File: config.mk
export PLATFORM = sky130hd
export DESIGN_NAME = cic4_decimator
export DESIGN_NICKNAME = d
export VERILOG_FILES = /design/src/rtl/cic4_decimator.sv
export SDC_FILE = /design/constraint.sdc
export NUM_CORES = 1
export LEC_CHECK = 0
export CORE_UTILIZATION = 60
export CTS_BUF_LIST = sky130_fd_sc_hd__clkbuf_8
export DETAILED_ROUTE_END_ITERATION = 7
export DONT_BUFFER_PORTS = 1
export PLACE_DENSITY = 0.76
export SLEW_MARGIN = 20
export SYNTH_ARGS = -nofsm -noshare
export SYNTH_HDL_FRONTEND = slang
export SYNTH_SLANG_ARGS = --single-unit
File: constraint.sdc
create_clock -name clk -period 10.9 [get_ports clk]
set_clock_uncertainty 0.1 [all_clocks]
set_input_delay 1.635 -clock clk [delete_from_list [all_inputs] [get_ports clk]]
set_output_delay 1.635 -clock clk [all_outputs]
set_load 0.01 [all_outputs]
File: src/rtl/cic4_decimator.sv
// cic4_decimator: 4th-order CIC decimator (R = 2^R_LOG2, M = 1). It is the
// first stage of the ADC decimation chain and feeds hb1_filter.
//   clk          system clock
//   rst          synchronous active-high reset
//   clk_vld_in   modulator sample strobe
//   dat_in       signed modulator sample (IN_W bits)
//   clk_vld_out  one-clk pulse: dat_out holds a new decimated sample
//   dat_out      signed decimated sample, gain R^N * 2^OUT_SHIFT per LSB
module cic4_decimator #(
    parameter int unsigned IN_W      = 4,
    parameter int unsigned N         = 4,
    parameter int unsigned R_LOG2    = 5,
    parameter int unsigned OUT_SHIFT = 10
) (
    input  logic                   clk,
    input  logic                   rst,
    input  logic                   clk_vld_in,
    input  logic signed [IN_W-1:0] dat_in,
    output logic                   clk_vld_out,
    output logic signed [34:0]     dat_out
);

    localparam int unsigned W     = IN_W + N * R_LOG2;
    localparam int unsigned OUT_W = 35;
    localparam logic [R_LOG2-1:0] CNT_LAST = '1;

    logic [W-1:0]          integ_q  [N];
    logic [W-1:0]          integ_d  [N];
    logic [W-1:0]          comb_z_q [N];
    logic [W-1:0]          comb_z_d [N];
    logic [W-1:0]          comb_in_c [N];
    logic [W-1:0]          comb_acc_c;
    logic [R_LOG2-1:0]     cnt_q, cnt_d;
    logic                  dec_c;
    logic                  vld_out_q, vld_out_d;
    logic signed [OUT_W-1:0] dat_out_q, dat_out_d;
    logic signed [OUT_W-1:0] comb_ext_c;

    // Next-state: integrator cascade, decimation counter, comb chain, output.
    always_comb begin
        for (int k = 0; k < int'(N); k++) begin
            integ_d[k]  = integ_q[k];
            comb_z_d[k] = comb_z_q[k];
        end
        cnt_d      = cnt_q;
        vld_out_d  = 1'b0;
        dat_out_d  = dat_out_q;
        dec_c      = 1'b0;

        // Integrators all use pre-edge values, so the cascade is registered.
        if (clk_vld_in) begin
            integ_d[0] = integ_q[0] + W'($signed(dat_in));
            for (int k = 1; k < int'(N); k++) begin
                integ_d[k] = integ_q[k] + integ_q[k-1];
            end
            cnt_d = cnt_q + R_LOG2'(1);
            dec_c = (cnt_q == CNT_LAST);
        end

        // Comb chain evaluated combinationally from the pre-edge last integrator.
        comb_acc_c = integ_q[N-1];
        for (int k = 0; k < int'(N); k++) begin
            comb_in_c[k] = comb_acc_c;
            comb_acc_c   = comb_acc_c - comb_z_q[k];
        end
        comb_ext_c = OUT_W'($signed(comb_acc_c));

        if (dec_c) begin
            for (int k = 0; k < int'(N); k++) begin
                comb_z_d[k] = comb_in_c[k];
            end
            dat_out_d = comb_ext_c <<< OUT_SHIFT;
            vld_out_d = 1'b1;
        end
    end

    // State registers; wrap-around in integrators and combs is intentional.
    always_ff @(posedge clk) begin
        if (rst) begin
            for (int k = 0; k < int'(N); k++) begin
                integ_q[k]  <= '0;
                comb_z_q[k] <= '0;
            end
            cnt_q     <= '0;
            vld_out_q <= 1'b0;
            dat_out_q <= '0;
        end else begin
            for (int k = 0; k < int'(N); k++) begin
                integ_q[k]  <= integ_d[k];
                comb_z_q[k] <= comb_z_d[k];
            end
            cnt_q     <= cnt_d;
            vld_out_q <= vld_out_d;
            dat_out_q <= dat_out_d;
        end
    end

    assign clk_vld_out = vld_out_q;
    assign dat_out     = dat_out_q;

endmodule

Word-level counts from Yosys, hierarchy flattened
Memories as Yosys holds them, arrays and structs flattened. Cells that the tools add are included.

Logic and storage cells: 38. Memory bits (writable): 192. Output and inout port bits: 36. Bits in registers: 30. Input port bits: 7. Memories: 2.

Memories: comb_z_q (depth 4, bits a word 24, rd ports 4, clocked after Yosys merged registers in 0, wr ports 4, RTL line 29) `logic [W-1:0] comb_z_q [N];`; integ_q (depth 4, bits a word 24, rd ports 4, clocked after Yosys merged registers in 0, wr ports 4, RTL line 27) `logic [W-1:0] integ_q [N];`.

Multiplexer cells: 15. Equal/unequal tests: 1. Add/subtract/negate cells: 9. Bitwise operators: 8.

Operators with widths (number): $mux W24 (8); $mux W96 (2); $add A24 B24 Y24 (4); $sub A24 B24 Y24 (4); $or A1 B1 Y1 (8); $add A5 B1 Y5 const B (1); $eq A5 B5 Y1 const B (1); $mux W1 (5).

Longest topological paths before layout
An unclocked memory read counts as a cell.

Depth after elaboration: 6. Gate-level depth with buffers: 35. Mapped depth without buffers: 35.

Worst setup path after synthesis
Ideal clock, no wire load.

Path kind: register to register. From: mem integ_q[3][0] (netlist bit). To: reg, netlist name dat_out[33]. Clock period less this slack: 6.937 ns. Arrival: 6.715 ns. Path slack: 3.963 ns. Cell stages (with the launch flop): 35. Path buffers: 0. Required time: 10.678 ns. Cells stage by stage: dfxtp_1 > inv_1 > ha_1 > inv_1 > fa_1 > a21o_1 > a21oi_1 > o21bai_1 > a21oi_1 > o21ai_0 > a21oi_1 > xnor2_1 > ha_1 > or2_2 > a21oi_1 > a21oi_1 > a21oi_1 > o21bai_1 > a21oi_1 > xnor2_1 > ha_1 > or4_1 > o31ai_1 > o21ai_0 > and2_1 > a21oi_1 > xnor2_1 > ha_1 > and3_1 > a221oi_2 > o21ai_0 > nor3_1 > a21oi_1 > and4_1 > a311o_1.

RTL lines (RTL line): start: declaration (27).

==> results.md <==
- Internal: 2990 µW
- Final hold slack: 0.349 ns
- Total Routed Length: 34700 µm
- Design Area, Final: 0.0172 mm²
- CTS Hold Buffers Added: 0
- Leakage: around 0.0073 µW
- EDFF count, synth: 0
- Sw Pwr: between 2000 and 3000 µW
- Most common cell after layout, fill and taps aside: nand2_1
- Antenna fix cells: 0
- Sw Ratio: 0.460
- Vias in the first global route: about 14000
- Worst Setup End Kind: flop
- Max-cap violation count: 0
- Pin count of the biggest net entering global routing: between 200 and 250
- WP data arrival: 8.36 ns
- H-tree Lvls: 2
- Setup Viol. Count Final: 0
- Gate Count Post-Synth: 2108
- Remaining DRCs: 4
- Cells after DPL: 2375
- CTS root buffer: clkbuf_8
- Synthesis warning total: 0
- Die span in x: 167 µm
- CP required: 11.29 ns
- CTS clk-pin slew, worst paths: 0.06 ns
- Area fraction of the dominant cell type after synthesis: 0.274
- Gr usage total: 0.252
- CP max FO: 6
- Final Max Slew Viols: 0
- RSZ-0062 raised after global routing: no
- Worst r2r path cells: 33
- Final period util: 0.731
- Post-DRT Antenna Nets: 0
- Total gr overflow: 0
- Placement Cell Area: 0.0164 mm²
- Avg Inst Size Synth: 7.71 µm²
- Most frequent cells in the layout: nand2_1 (285), a21oi_1 (248), dfxtp_1 (222)
- Vias per inst: 5.82
- DR pass1 iterations: 7
- Routed len/inst: 14.2 µm
- Layout cells sized above 1: 0.0412
- Clock power share: 0.143
- WS Path Type: reg -> reg
- Worst Max-Slew Pin Slew: 0.861 ns
- Peak supply drop: 0.000315 V
- Area leader, netlist: dfxtp_1
- Final std cells w/o fill: 2445
- Post-synthesis register bit count: between 200 and 250
- Maximum clock path buffer count: 3
- Startpoint types: flop
- Synth area leaders: dfxtp_1 (27%), ha_1 (14%), a21oi_1 (7.6%), nand2_1 (6.6%), xnor2_1 (5.3%)
- WHS Endpoint: comb_z_q[3][22]
- Worst-Skew Late Latency: 0.55 ns
- Die area: 0.0277 mm²
- Max_slew headroom: 0.426
- Flop2flop setup slack: 2.93 ns
- Routed vias: 14200
- Global-route wire length before repair: 60800 µm
- Seq/Total Area, Yosys: 0.274
- Syn Std Cell Area: ~0.016 mm²
- P&R area growth vs syn: 5.84%
- Final Hold Fails: 0
- Setup Total Neg Slack: 0 ns
- TritonCTS clock tree: done
- Row count: 59
- Antenna violations before repair: 0
- Initial core utilization: 0.618
- DIE HEIGHT: ~170 µm
- Core area: approximately 0.026 mm²
- Failing checks: design-rule violations
- Synth unique cells: 71
- PostCTS Resize Cnt: 0
- Worst hold start: comb_z_q[3][22]
- Final net count: about 2300
- HPWL Detailed: 24400 µm
- Final GP Congestion: 0.856
- I/O pin cnt: 43
- CP most frequent cell: a21oi_1
- Post-CTS Setup Repair Bufs: 0
- Final min period: 7.97 ns
- Ys flop type: dfxtp_1
- Post-synth ARST share: 0
- HP Class: reg -> reg
- Combinational fraction of design power: 0.695
- Num CTS Buffers: 41
- PwrDens: 322 mW/mm²
- Status: finished with violations
- RR Endpoint: dat_out[33]
- Fmax: 0.126 GHz
- Port bufs: 0
- First DRT Iteration DRCs: 710
- Sink Count: roughly 220
- Worst path max stage delay: 0.42 ns
- Reg-to-reg startpoint: integ_q[3][0]
- Slowest stage cell, crit path: or4_1
- Sequential Power Share: 0.161
- Hold path depth: 2
-- cell type report --
class                           instances  area [µm²]
Tap cell                              335         419
Inverter                              160         601
Clock buffer                           49         674
Clock inverter                         21         128
Fill cell                            2255        9080
Sequential cell                       222        4440
Timing Repair Buffer                    4        30.0
Multi-Input combinational cell       1654       10900
-- metrics by stage --
stage	util	total power [µW]	setup slack (ns)
CTS	0.654	5510	2.96
detailed placement	0.624	4700	3.01
global placement	0.624	4580	3.26
global route	0.654	6070	2.35
finish	0.654	5530	2.93
floorplan	-	4050	3.96
-- metal layers --
metal / vias to the layer above / wire [µm] / share of wire / GRT usage
met4: 0 / 525 / 0.015 / 0.0596
met3: 57 / 1200 / 0.035 / 0.0354
met1: 6642 / 16300 / 0.47 / 0.311
li1: 7302 / - / - / -
met5: - / 0 / 0 / 0
met2: 221 / 16700 / 0.48 / 0.459
-- state kept, by name, indices dropped and copies added (netlist names) --
register and flops:
clk_vld_out 1, integ_q 96, dat_out 24, cnt_q 5, comb_z_q 96
-- critical path: cells and delay by family (launching register included) --
family	cells	cell delay, ns
XOR/XNOR	3	0.53
AND/OR/NAND/NOR	5	1.35
buffers and inverters	2	0.11
flip-flops	1	0.33
adder cells (fa/ha/maj)	5	1.52
AO/OA/AOI/OAI	18	3.98
-- cell families after synthesis --
kind of cell | Yosys count | synth area share
buf+inv | 241 | 0.0582
xor+xnor | 141 | 0.0773
fa+ha+maj | 194 | 0.153
flops | 222 | 0.274
mux | 44 | 0.0272
other cells | 1 | 0.000231
simple gates | 659 | 0.177
compound gates | 606 | 0.233
-- cell usage after synthesis, types with 12 or more instances --
cell type / instances
mux2i_1: 43
nor2_1: 191
xnor2_1: 98
nand2b_1: 19
ha_1: 186
o21ai_0: 80
a21o_1: 68
dfxtp_1: 222
xor2_1: 41
nor3_1: 36
o21bai_1: 21
inv_1: 159
o21a_1: 28
nand2_1: 286
a21oi_1: 248
buf_1: 12
and3_1: 14
a31oi_1: 19
nand3_1: 27
a211oi_1: 36
clkbuf_1: 58
nor2b_1: 28
or3_1: 16
a21boi_0: 12
-- worst max-delay path by stage --
stage	end	slack (ns)	startpoint
final	dat_out[33]	2.93	integ_q[3][0]
after global routing	dat_out[33]	2.35	integ_q[3][0]
after CTS	dat_out[33]	2.96	integ_q[3][0]
after detailed placement	dat_out[33]	3.01	integ_q[3][0]
after global placement	dat_out[33]	3.26	integ_q[3][0]
after floorplan	dat_out[33]	3.96	integ_q[3][0]
-- power groups by stage --
stage                     clock network [µW]  logic (µW)  registers (µW)
after detailed placement                   0        3790             910
after floorplan                            0        3160             896
final                                    791        3850             893
after global routing                     847        4320             898
after global placement                     0        3680             907
after CTS                                811        3810             892
No activity file was read; power rests on OpenSTA's default activity.
